$ cat src/rtl/pl_arb_pkg.sv
`default_nettype none
// ============================================================================
// Module   : pl_arb_pkg
// Brief    : Shared state and mux-select encodings for the PL TX stream arbiter.
// Revision : 1.0
// ============================================================================
package pl_arb_pkg;

    typedef enum logic [1:0] {
        ARB_IDLE = 2'd0,
        ARB_OS   = 2'd1,
        ARB_DATA = 2'd2,
        ARB_SKP  = 2'd3
    } arb_state_t;

    typedef enum logic [1:0] {
        SEL_IDLE = 2'd0,
        SEL_OS   = 2'd1,
        SEL_DATA = 2'd2,
        SEL_SKP  = 2'd3
    } tx_sel_t;

    function automatic tx_sel_t state_to_sel(input arb_state_t s);
        tx_sel_t sel;
        case (s)
            ARB_OS:   sel = SEL_OS;
            ARB_DATA: sel = SEL_DATA;
            ARB_SKP:  sel = SEL_SKP;
            default:  sel = SEL_IDLE;
        endcase
        return sel;
    endfunction

endpackage
`default_nettype wire

$ cat src/rtl/pl_skp_timer.sv
`default_nettype none
// ============================================================================
// Module   : pl_skp_timer
// Brief    : Saturating SKP spacing counter with pending and sticky overdue flags.
// Revision : 1.0
// ============================================================================
module pl_skp_timer #(
    parameter int unsigned SKP_INTERVAL  = 370,
    parameter int unsigned SKP_MAX_DEFER = 128,
    parameter int unsigned CNT_WIDTH     = 10
) (
    input  logic clk,
    input  logic rst,
    input  logic clr,
    input  logic hold,
    output logic pending,
    output logic overdue
);

    localparam logic [CNT_WIDTH-1:0] CNT_MAX    = '1;
    localparam logic [CNT_WIDTH-1:0] CNT_THRESH = CNT_WIDTH'(SKP_INTERVAL);
    localparam logic [CNT_WIDTH-1:0] CNT_LIMIT  = CNT_WIDTH'(SKP_INTERVAL + SKP_MAX_DEFER);

    logic [CNT_WIDTH-1:0] cnt_q;
    logic [CNT_WIDTH-1:0] cnt_d;
    logic                 overdue_q;
    logic                 overdue_d;

    always_comb begin
        cnt_d = cnt_q;
        if (clr) begin
            cnt_d = '0;
        end else if (!hold && (cnt_q != CNT_MAX)) begin
            cnt_d = cnt_q + 1'b1;
        end
        // Looking at the next count lets overdue rise on the same edge the limit is crossed
        overdue_d = overdue_q | (cnt_d > CNT_LIMIT);
    end

    always_ff @(posedge clk) begin
        if (rst) begin
            cnt_q     <= '0;
            overdue_q <= 1'b0;
        end else begin
            cnt_q     <= cnt_d;
            overdue_q <= overdue_d;
        end
    end

    assign pending = (cnt_q >= CNT_THRESH);
    assign overdue = overdue_q;

endmodule
`default_nettype wire

$ cat src/rtl/pl_tx_stream_arbiter.sv
`default_nettype none
// ============================================================================
// Module   : pl_tx_stream_arbiter
// Brief    : Schedules ordered sets, SKP insertion and DL packets onto the PL TX
//            path without splitting packets. SKP scheduling is built only when
//            PL_TX_SKP_SCHED_EN is defined.
// Revision : 1.0
// ============================================================================
module pl_tx_stream_arbiter
    import pl_arb_pkg::*;
#(
    parameter int unsigned SKP_INTERVAL  = 370,
    parameter int unsigned SKP_MAX_DEFER = 128,
    parameter int unsigned CNT_WIDTH     = 10
) (
    input  logic       clk,
    input  logic       rst,
    input  logic       link_up,
    input  logic       os_req,
    input  logic       os_last,
    output logic       os_gnt,
    input  logic       dl_req,
    input  logic       dl_sop,
    input  logic       dl_eop,
    output logic       dl_gnt,
    output logic       skp_gnt,
    output logic [1:0] tx_sel,
    output logic       skp_pending,
    output logic       skp_overdue,
    output logic       pkt_abort
);

    arb_state_t state_q;
    arb_state_t state_d;
    arb_state_t done_next;
    tx_sel_t    tx_sel_q;
    tx_sel_t    tx_sel_d;
    logic       pkt_abort_q;
    logic       pkt_abort_d;

    logic       w_skp_pending;
    logic       w_skp_overdue;
    logic       w_skp_gnt;
    logic       w_in_skp;

    assign w_in_skp = (state_q == ARB_SKP);

`ifdef PL_TX_SKP_SCHED_EN
    // The arbiter never freezes the SKP clock, so hold stays low
    pl_skp_timer #(
        .SKP_INTERVAL  (SKP_INTERVAL),
        .SKP_MAX_DEFER (SKP_MAX_DEFER),
        .CNT_WIDTH     (CNT_WIDTH)
    ) u_skp_timer (
        .clk     (clk),
        .rst     (rst),
        .clr     (w_in_skp),
        .hold    (1'b0),
        .pending (w_skp_pending),
        .overdue (w_skp_overdue)
    );
    assign w_skp_gnt = w_in_skp;
`else
    logic unused_cfg;
    assign unused_cfg    = ^{SKP_INTERVAL, SKP_MAX_DEFER, CNT_WIDTH, w_in_skp};
    assign w_skp_pending = 1'b0;
    assign w_skp_overdue = 1'b0;
    assign w_skp_gnt     = 1'b0;
`endif

    always_comb begin
        state_d     = state_q;
        pkt_abort_d = 1'b0;
        // A finishing OS or packet hands straight to a waiting SKP
        done_next   = w_skp_pending ? ARB_SKP : ARB_IDLE;

        case (state_q)
            ARB_IDLE: begin
                if (w_skp_pending) begin
                    state_d = ARB_SKP;
                end else if (os_req) begin
                    state_d = ARB_OS;
                end else if (dl_req && dl_sop && link_up) begin
                    state_d = ARB_DATA;
                end
            end
            ARB_OS: begin
                if (!os_req) begin
                    state_d = ARB_IDLE;
                end else if (os_last) begin
                    state_d = done_next;
                end
            end
            ARB_DATA: begin
                if (!link_up) begin
                    state_d     = ARB_IDLE;
                    pkt_abort_d = 1'b1;
                end else if (dl_req && dl_eop) begin
                    state_d = done_next;
                end
            end
            ARB_SKP: begin
                state_d = ARB_IDLE;
            end
            default: begin
                state_d = ARB_IDLE;
            end
        endcase

        tx_sel_d = state_to_sel(state_d);
    end

    always_ff @(posedge clk) begin
        if (rst) begin
            state_q     <= ARB_IDLE;
            tx_sel_q    <= SEL_IDLE;
            pkt_abort_q <= 1'b0;
        end else begin
            state_q     <= state_d;
            tx_sel_q    <= tx_sel_d;
            pkt_abort_q <= pkt_abort_d;
        end
    end

    assign os_gnt      = (state_q == ARB_OS) && os_req;
    assign dl_gnt      = (state_q == ARB_DATA) && dl_req && link_up;
    assign skp_gnt     = w_skp_gnt;
    assign tx_sel      = tx_sel_q;
    assign skp_pending = w_skp_pending;
    assign skp_overdue = w_skp_overdue;
    assign pkt_abort   = pkt_abort_q;

endmodule
`default_nettype wire

$ cat config.mk
export PLATFORM = sky130hd
export DESIGN_NAME = pl_tx_stream_arbiter
export DESIGN_NICKNAME = d
export VERILOG_FILES = /design/src/rtl/pl_arb_pkg.sv /design/src/rtl/pl_skp_timer.sv /design/src/rtl/pl_tx_stream_arbiter.sv
export SDC_FILE = /design/constraint.sdc
export NUM_CORES = 1
export LEC_CHECK = 0
export CORE_AREA = 4 4 41 43
export CTS_BUF_LIST = sky130_fd_sc_hd__clkbuf_8 sky130_fd_sc_hd__clkbuf_16
export DETAILED_ROUTE_END_ITERATION = 12
export DIE_AREA = 0 0 45 47
export GPL_TIMING_DRIVEN = 0
export SLEW_MARGIN = 20
export SYNTH_ARGS = -nofsm -noshare
export SYNTH_HDL_FRONTEND = slang
export SYNTH_SLANG_ARGS = --single-unit
$ cat constraint.sdc
create_clock -name clk -period 1.24 [get_ports clk]
set_input_delay 0.248 -clock clk [delete_from_list [all_inputs] [get_ports clk]]
set_output_delay 0.248 -clock clk [all_outputs]
set_load 0.02 [all_outputs]
==> results.toml <==
[final_layout]
nFillCells = 159
final_area_um2 = 415.4
n_antenna_cell = 0
layout_commonest_cell = "buf_4"
regArea_um2 = 85.08
multi_input_area_um2 = 107.6
drive_gt1_frac = 0.5000
final-instance-count-excl-fill = 53
final_cell_mix = "buf_4, dlygate4sd2_1, clkdlybuf4s50_1"
num-nets-final = 48
syn2layout_area_growth_pct = 98.80

[clock_tree]
clockRootBuffer = "clkbuf_8"
clk_latency_ns = 0.21
cts-htree-levels = 1
cts.sinks = 4
path_clk_slew_ns = 0.03
cts_inserted_buffers = 3
cts_hold_buffers = 0
cts_tree = "yes"
clockBufferDepth = 2

[detailed_routing]
viasPerCell = 3.642
num_vias = 193
wire_per_inst_um = 9.151
drt-total-wl_um = 485
detail-route-antenna-nets = 0
dr.pass1.iters = 2
drtIter0Drc = 3
drc = 0

[die]
start_util = 0.1606
rows = 13
dieWidth_um = 45
die_h_um = 47
core_area_um2 = 1301
ios = 16
die_area_um2 = 2115

[critical_path]
timing.rr.start = "tx_sel[1]$_SDFF_PP0_"
arrival_ns = 0.95
startpoint_type = "flip-flop"
cp_cell_sequence = "and4b_1 > buf_6"
path_class = "reg2out"
worstSetupEndpointType = "primary output"
crit_fanout = 6
ff2ff_setup_slack_ns = 0.41
r2r_end = "tx_sel[1]$_SDFF_PP0_"
reg2reg_depth = 2
critPathSlowestCell = "dfxtp_2"
cpPeakStageDelay_ns = 0.34
crit_required_ns = 0.99

[timing]
hold_viol = 0
finalCriticalPeriod_ns = 1.200
fin_skew_ns = 0.0004264
holdWs_ns = 0.4061
setup_violations = 0
period_share = 0.9681
rsz0062_at_grt = "no"
fmax_ghz = 0.8330
drv_slew = 0

[min_path]
hold_path_end = "pkt_abort$_SDFF_PP0_"
min_path_type = "in2reg"
hp-start = "link_up"
whs_path_depth = 2

[placed_design]
io_buffers = 12
place_congestion = 0.7226
hpwl_um = 370.4
dpl_cell_area_um2 = 355.3
dpl.cell_count = 48

[status]
outcome = "finished, final reports clean"

[synthesis]
syn-mean-instance-area_um2 = 11.00
ys_types = 12
synth_seq_cells = 4
netlist_instances = 19
seq_area_frac_synth = 0.3832
synth.cell_area_um2 = 209.0
yosys_warnings = 0

[global_route]
grt_max_degree = 9
antenna_found_initial = 0
grt_pass1_vias = 181
grt.total_usage = 0.05608
grt-ovfl-total = 0
grt_first_pass_wirelength_um = 752

[job]
maxCapViolCount = 0

[pwr]
leakage_nw = 0.1932
peakVddDrop_v = 0.0003577
cellPowerDensity_nw_per_um2 = 1148
## per-stage QoR
step | setup TNS (ns) | power [mW] | setup WS (ns) | util
6_report | 0 | 0.4768 | 0.03951 | 0.3192
2_1_floorplan | 0 | 0.1739 | 0.02401 | -
5_1_grt | 0 | 0.5057 | 0.004215 | 0.3192
4_1_cts | 0 | 0.4869 | 0.02664 | 0.3077
3_3_place_gp | -1.421 | 0.2114 | -0.6097 | 0.2731
3_5_place_dp | -1.424 | 0.2118 | -0.5941 | 0.2731
## cell type report
class | instances | share of cell area
Tap cell | 15 | 0.04518
Timing Repair Buffer | 14 | 0.3102
Clock buffer | 3 | 0.09940
Inverter | 1 | 0.009036
Multi-Input combinational cell | 12 | 0.2590
Buffer | 4 | 0.07229
Sequential cell | 4 | 0.2048
## how the worst max path moves through the flow
stage               slack [ns]  cells after the start                   from      to
CTS                       0.03                      2  state_q[0]$_SDFF_PP0_  dl_gnt
detailed placement       -0.59                      4                 os_req  os_gnt
finish                    0.04                      2  state_q[0]$_SDFF_PP0_  dl_gnt
global placement         -0.61                      4                 os_req  os_gnt
floorplan                 0.02                      1  state_q[0]$_SDFF_PP0_  os_gnt
global route             0.004                      2  state_q[0]$_SDFF_PP0_  dl_gnt
## critical path, delay by kind of cell, from the launching register on
kind	cells	cell delay [ns]
buffers and inverters	1	0.12
and+or+nand+nor	1	0.27
DFF	1	0.34
## state kept, by name, indices dropped and copies added, names as in the netlist
register	count
pkt_abort	1
state_q	1
tx_sel	2
## logic make-up (layout without fill, tap and decap cells)
kind of cell           after synthesis  in the layout  share of synthesized area
buffers and inverters                5             22                     0.1617
flip-flops                           4              4                     0.3832
AO/OA/AOI/OAI                        3              3                     0.1976
other                                1              3                    0.01795
AND/OR/NAND/NOR                      6              6                     0.2395
## timing repair
item	in CTS	in global routing
pin swaps	1	0
endpoints found under the setup margin	5	1
setup buffers	0	2
gates resized for setup	24	0
## power breakdown
| group | total (mW) | switching (mW) | internal, mW |
|---|---|---|---|
| combinational | 0.0673 | 0.0299 | 0.0374 |
| clock | 0.271 | 0.0645 | 0.207 |
| sequential | 0.138 | 0.00507 | 0.133 |
| total | 0.477 | 0.0995 | 0.377 |
## cells in the mapped netlist (all sizes together)
cell type	instances	area share
buf	4	0.14
dfxtp	4	0.38
a2111oi	2	0.14
and3b	1	0.042
and4b	1	0.048
conb	1	0.018
inv	1	0.018
nand3	1	0.024
nor2	1	0.018
nor3b	1	0.036
nor4b	1	0.072
o2111a	1	0.054
## routing by layer
| metal | track usage | share of wire | vias up |
|---|---|---|---|
| li1 | - | - | 103 |
| met1 | 0.06591 | 0.41 | 81 |
| met2 | 0.05932 | 0.47 | 9 |
| met3 | 0.03448 | 0.12 | 0 |
| met4 | 0.07018 | 0 | 0 |
| met5 | 0 | 0 | - |
No activity file was read; power rests on OpenSTA's default activity.
